===== src/rtl/data_island_packet_serializer.sv =====
// rtl/data_island_packet_serializer.sv - data-island packet serializer with BCH(64,56)/(32,24) ECC
// Emits header bit and two bits of each subpacket per pixel clock; ECC bytes fill the tail cycles.
module data_island_packet_serializer (
  input  logic             clk_pixel,
  input  logic             reset_n,
  input  logic             data_island_period,
  input  logic [23:0]      header,
  input  logic [3:0][55:0] sub,
  output logic [8:0]       packet_data,
  output logic [4:0]       packet_counter,
  output logic             packet_done
);

  logic [4:0]      r_cnt;
  logic [7:0]      r_hdr_ecc;
  logic [3:0][7:0] r_sub_ecc;
  logic            r_done;

  logic            w_first;
  logic            w_hdr_phase;
  logic            w_sub_phase;
  logic            w_hdr_in;
  logic            w_hdr_bit;
  logic [7:0]      w_hdr_next;
  logic [3:0][1:0] w_sub_bits;
  logic [3:0][7:0] w_sub_next;

  // One LSB-first step of the G(x) = 1 + x^6 + x^7 + x^8 divider.
  function automatic logic [7:0] bch_step(input logic [7:0] ecc, input logic d);
    logic fb;
    fb = d ^ ecc[0];
    return (ecc >> 1) ^ (fb ? 8'h83 : 8'h00);
  endfunction

  assign w_first     = (r_cnt == 5'd0);
  assign w_hdr_phase = (r_cnt < 5'd24);
  assign w_sub_phase = (r_cnt < 5'd28);

  // Counter 0 seeds from zero so a stale or aborted packet never leaks into the next ECC.
  assign w_hdr_in   = header[r_cnt];
  assign w_hdr_next = bch_step(w_first ? 8'h00 : r_hdr_ecc, w_hdr_in);
  assign w_hdr_bit  = w_hdr_phase ? w_hdr_in : r_hdr_ecc[r_cnt[2:0]];

  for (genvar i = 0; i < 4; i++) begin : g_sub
    logic [1:0] w_pair;
    logic [7:0] w_half;
    assign w_pair        = sub[i][{r_cnt, 1'b0} +: 2];
    assign w_half        = bch_step(w_first ? 8'h00 : r_sub_ecc[i], w_pair[0]);
    assign w_sub_next[i] = bch_step(w_half, w_pair[1]);
    assign w_sub_bits[i] = w_sub_phase ? w_pair : r_sub_ecc[i][{r_cnt[1:0], 1'b0} +: 2];
  end

  always_comb begin
    packet_data = 9'd0;
    if (data_island_period) begin
      packet_data = {w_sub_bits, w_hdr_bit};
    end
  end

  always_ff @(posedge clk_pixel or negedge reset_n) begin
    if (!reset_n) begin
      r_cnt     <= 5'd0;
      r_hdr_ecc <= 8'h00;
      r_sub_ecc <= '0;
      r_done    <= 1'b0;
    end else begin
      r_done <= data_island_period && (r_cnt == 5'd31);
      if (data_island_period) begin
        r_cnt <= r_cnt + 5'd1;
        if (w_hdr_phase) r_hdr_ecc <= w_hdr_next;
        if (w_sub_phase) r_sub_ecc <= w_sub_next;
      end else begin
        r_cnt <= 5'd0;
      end
    end
  end

  assign packet_counter = r_cnt;
  assign packet_done    = r_done;

endmodule

===== config.mk =====
export PLATFORM = sky130hd
export DESIGN_NAME = data_island_packet_serializer
export DESIGN_NICKNAME = d
export VERILOG_FILES = /design/src/rtl/data_island_packet_serializer.sv
export SDC_FILE = /design/constraint.sdc
export NUM_CORES = 1
export LEC_CHECK = 0
export BUFFER_PORTS_ARGS = -buffer_cell sky130_fd_sc_hd__buf_2
export CORE_AREA = 2 2 104 106
export CTS_CLUSTER_DIAMETER = 40
export CTS_CLUSTER_SIZE = 40
export DETAILED_ROUTE_END_ITERATION = 10
export DIE_AREA = 0 0 106 108
export PLACE_DENSITY = 0.82
export SYNTH_ARGS = -nofsm -noshare
export SYNTH_HDL_FRONTEND = slang
export SYNTH_SLANG_ARGS = --single-unit

===== constraint.sdc =====
create_clock -name clk_pixel -period 7.3 [get_ports clk_pixel]
set_input_delay 1.46 -clock clk_pixel [delete_from_list [all_inputs] [get_ports clk_pixel]]
set_output_delay 1.46 -clock clk_pixel [all_outputs]
set_load 0.1 [all_outputs]

==> summary.txt <==
CP Depth: 7
Tightest Pin Transition: 1.03 ns
Int Power: 680 uW
first-pass GRT wire length: 25,300 um
RSZ-0062 raised after global routing: false
Seq cells post-synth: 46
CTS root buffer: clkbuf_8
static leakage: 2.74 nW
post-DR wirelength/cell: 21.8 um
synth top area cells: mux4_2 (36%), dfrtp_1 (25%), nand2_1 (6.6%)
Hold WC Path Type: flip-flop to flip-flop
CTS resizes: 0
CTS Sinks: 46
slowest stage cell on the critical path: dfrtp_2
Die Span X: 106 um
Worst Path Buf+Inv: 2
Top delay family on crit path: buffers and inverters
hold buffers post-CTS: 0
Clk pwr share: 0.144
Total GRT Usage: 0.294
maximum VDD drop: 0.0000860 V
initial antenna violation count: 1
Syn Nets: 668
Reg power frac: 0.361
vias per cell: 5.91
GRT Residual Overflow: 0
crit path launch type: flip-flop
largest net degree at the start of global routing: 65
CTS max path bufs: 2
minimum clock period: 5.22 ns
design area: 6080 sq um
DRT iter0 DRCs: 441
status: complete, no violations
Max Clock Freq: 191 MHz
I/O pins: 266
Clock Skew: 0.00338 ns
multiplexer share of the synthesized area: 0.412
CTS tree: built
core area: 10,200 sq um
synthesized area: 4620 sq um
Pwr Density: 187 nW/um^2
setup TNS: 0 ns
Slew Viols, Final: 0
Top FF cell, synth: dfrtp_1
adder-cell share of the synthesized area: 0.00812
Cells after DPL: 784
post-synthesis simple-gate area fraction: 0.115
Avg Inst Size Synth: 11.2 sq um
Yosys top cell by area: mux4_2
Critical Path RT: 5.84 ns
async set-or-reset flop fraction in the synthesized netlist: 1.00
count of cell types in the netlist: 47
DRC violations left: 0
worst skew pair latency: 0.30 ns
post-synthesis compound-gate area fraction: 0.109
Post-synth EDFFs: 0
Post-Synth XOR/XNOR Area: 0.0636
Finished Layout Cells: 793
hold path cells: 2
crit path kind: flip-flop to output port
Area Overhead vs Synth: 31.6%
final hold vios: 0
Initial Utilization: 0.452
Synth Instances: 414
worst path cell trace: buf_4 > mux4_2 > mux2i_1 > o21ai_1 > a221oi_2 > a21boi_0 > buf_2
Crit. End Element: output port
Yosys top cell area share: 0.361
Synth Warn #: 0
port bufs: 265
setup bufs post-CTS: 0
Worst path max stage delay: 0.77 ns
area post-placement: 5980 sq um
routability cong.: 0.926
r2r worst-path depth: 7
Slew HR: 0.311
H-tree levels: 2
clk slew on worst S/H paths: 0.09 ns
total power: 1.14 mW
sequential fraction of the synthesis area: 0.249
hpwl dp: 14,200 um
CP Max Fanout: 48
post-route core utilization: 0.594
vias in the first global route: 4,655
die area: 11,400 sq um
CTS buffer count: 5
TritonRoute pass-1 iters: 5
Routed Antenna Nets: 0
via count: 4,684
Setup-failing EPs final: 0
Worst EP arrival: 3.76 ns
Nets: 909
site row count: 37
number of max-cap violations: 0
Detailed Route WL: 17,300 um
Comb pwr share: 0.495
largest family of logic cells by synthesized area: multiplexers
fin crit share: 0.716
Die Ht: 108 um
Net Switching: 456 uW
layout cell share with drive strength beyond 1: 0.556
Net Sw Frac: 0.401
cell usage in the layout (no fill, tap or decap), types with 4 or more instances in the layout:
cell type	count
buf_2	265
nand2_1	81
mux4_2	74
dfrtp_1	43
o21ai_0	27
mux2i_1	20
o21ai_1	20
xnor2_1	16
nor2_1	15
a21boi_0	8
xor2_1	7
and2_1	6
buf_4	6
a22o_1	5
clkbuf_8	5
and3_1	4
o22ai_1	4
final cells by class:
cell class / count / area, sq um
fillers: 919 / 4150
multi-input cells: 327 / 3270
repair buffers: 271 / 1370
flip-flops and latches: 46 / 1160
well taps: 136 / 170
clock buffers: 5 / 68.8
clock inverters: 3 / 25.0
inverters: 4 / 15.0
diodes: 1 / 2.50
cells in the mapped netlist, drive strengths merged, types with 3 or more instances:
library cell / n
a21oi: 4
inv: 4
nor2: 15
mux2i: 21
nand2: 81
a22o: 5
nand3b: 3
xnor2: 16
and3: 4
nor2b: 3
dfrtp: 46
ha: 3
a21boi: 8
mux4: 74
buf: 21
o22ai: 4
xor2: 7
clkbuf: 16
and2: 6
o21ai: 47
routing by layer:
layer  share of wire  global-route usage
met3           0.095              0.0488
met2            0.51               0.497
met5         0.00075                   0
met4           0.022              0.0827
met1            0.38               0.398
worst paths after layout:
kind	start	endpoint	slack (ns)
max in group asynchronous	reset_n	packet_counter[0]$_DFF_PN0_	5.22
hold reg to reg	r_sub_ecc[4]$_DFFE_PN0P_	r_sub_ecc[4]$_DFFE_PN0P_	0.52
setup / recovery	packet_counter[1]$_DFF_PN0_	packet_data[4]	2.08
hold / removal	r_sub_ecc[4]$_DFFE_PN0P_	r_sub_ecc[4]$_DFFE_PN0P_	0.52
setup reg to reg	packet_counter[0]$_DFF_PN0_	r_sub_ecc[25]$_DFFE_PN0P_	3.64
min in group asynchronous	reset_n	r_sub_ecc[8]$_DFFE_PN0P_	1.33
power groups by stage:
| stage | sequential (mW) | clock (mW) | combinational (mW) |
|---|---|---|---|
| finish | 0.410 | 0.164 | 0.563 |
| global placement | 0.406 | 0 | 0.542 |
| CTS | 0.408 | 0.165 | 0.560 |
| floorplan | 0.381 | 0 | 0.423 |
| global route | 0.422 | 0.177 | 0.606 |
| detailed placement | 0.413 | 0 | 0.557 |
cells by family (layout without fill, tap and decap cells):
family	after synthesis	in the layout
compound gates	78	78
xor+xnor	27	27
fa+ha+maj	3	3
buf+inv	41	283
flops	46	46
mux	97	97
other cells	0	1
simple gates	122	122
through the flow:
stage          worst slack (ns)  hold WS [ns]
2_1_floorplan              1.15         0.466
3_3_place_gp               2.42         0.480
3_5_place_dp               2.40         0.496
4_1_cts                    2.12         0.519
5_1_grt                    1.95         0.543
6_report                   2.08         0.516
worst reg2reg max path: cells and delay by family (launching register included):
family / cells / cell delay (ns)
flip-flops: 1 / 1.03
multiplexers: 3 / 1.35
XOR/XNOR: 2 / 0.68
buffers and inverters: 1 / 0.40
AO/OA/AOI/OAI: 1 / 0.07
flip-flops by register name, summed over array words and instances, names as in the netlist:
signal	count
r_sub_ecc	32
r_hdr_ecc	8
packet_done	1
packet_counter	5
No activity file was read; power rests on OpenSTA's default activity.
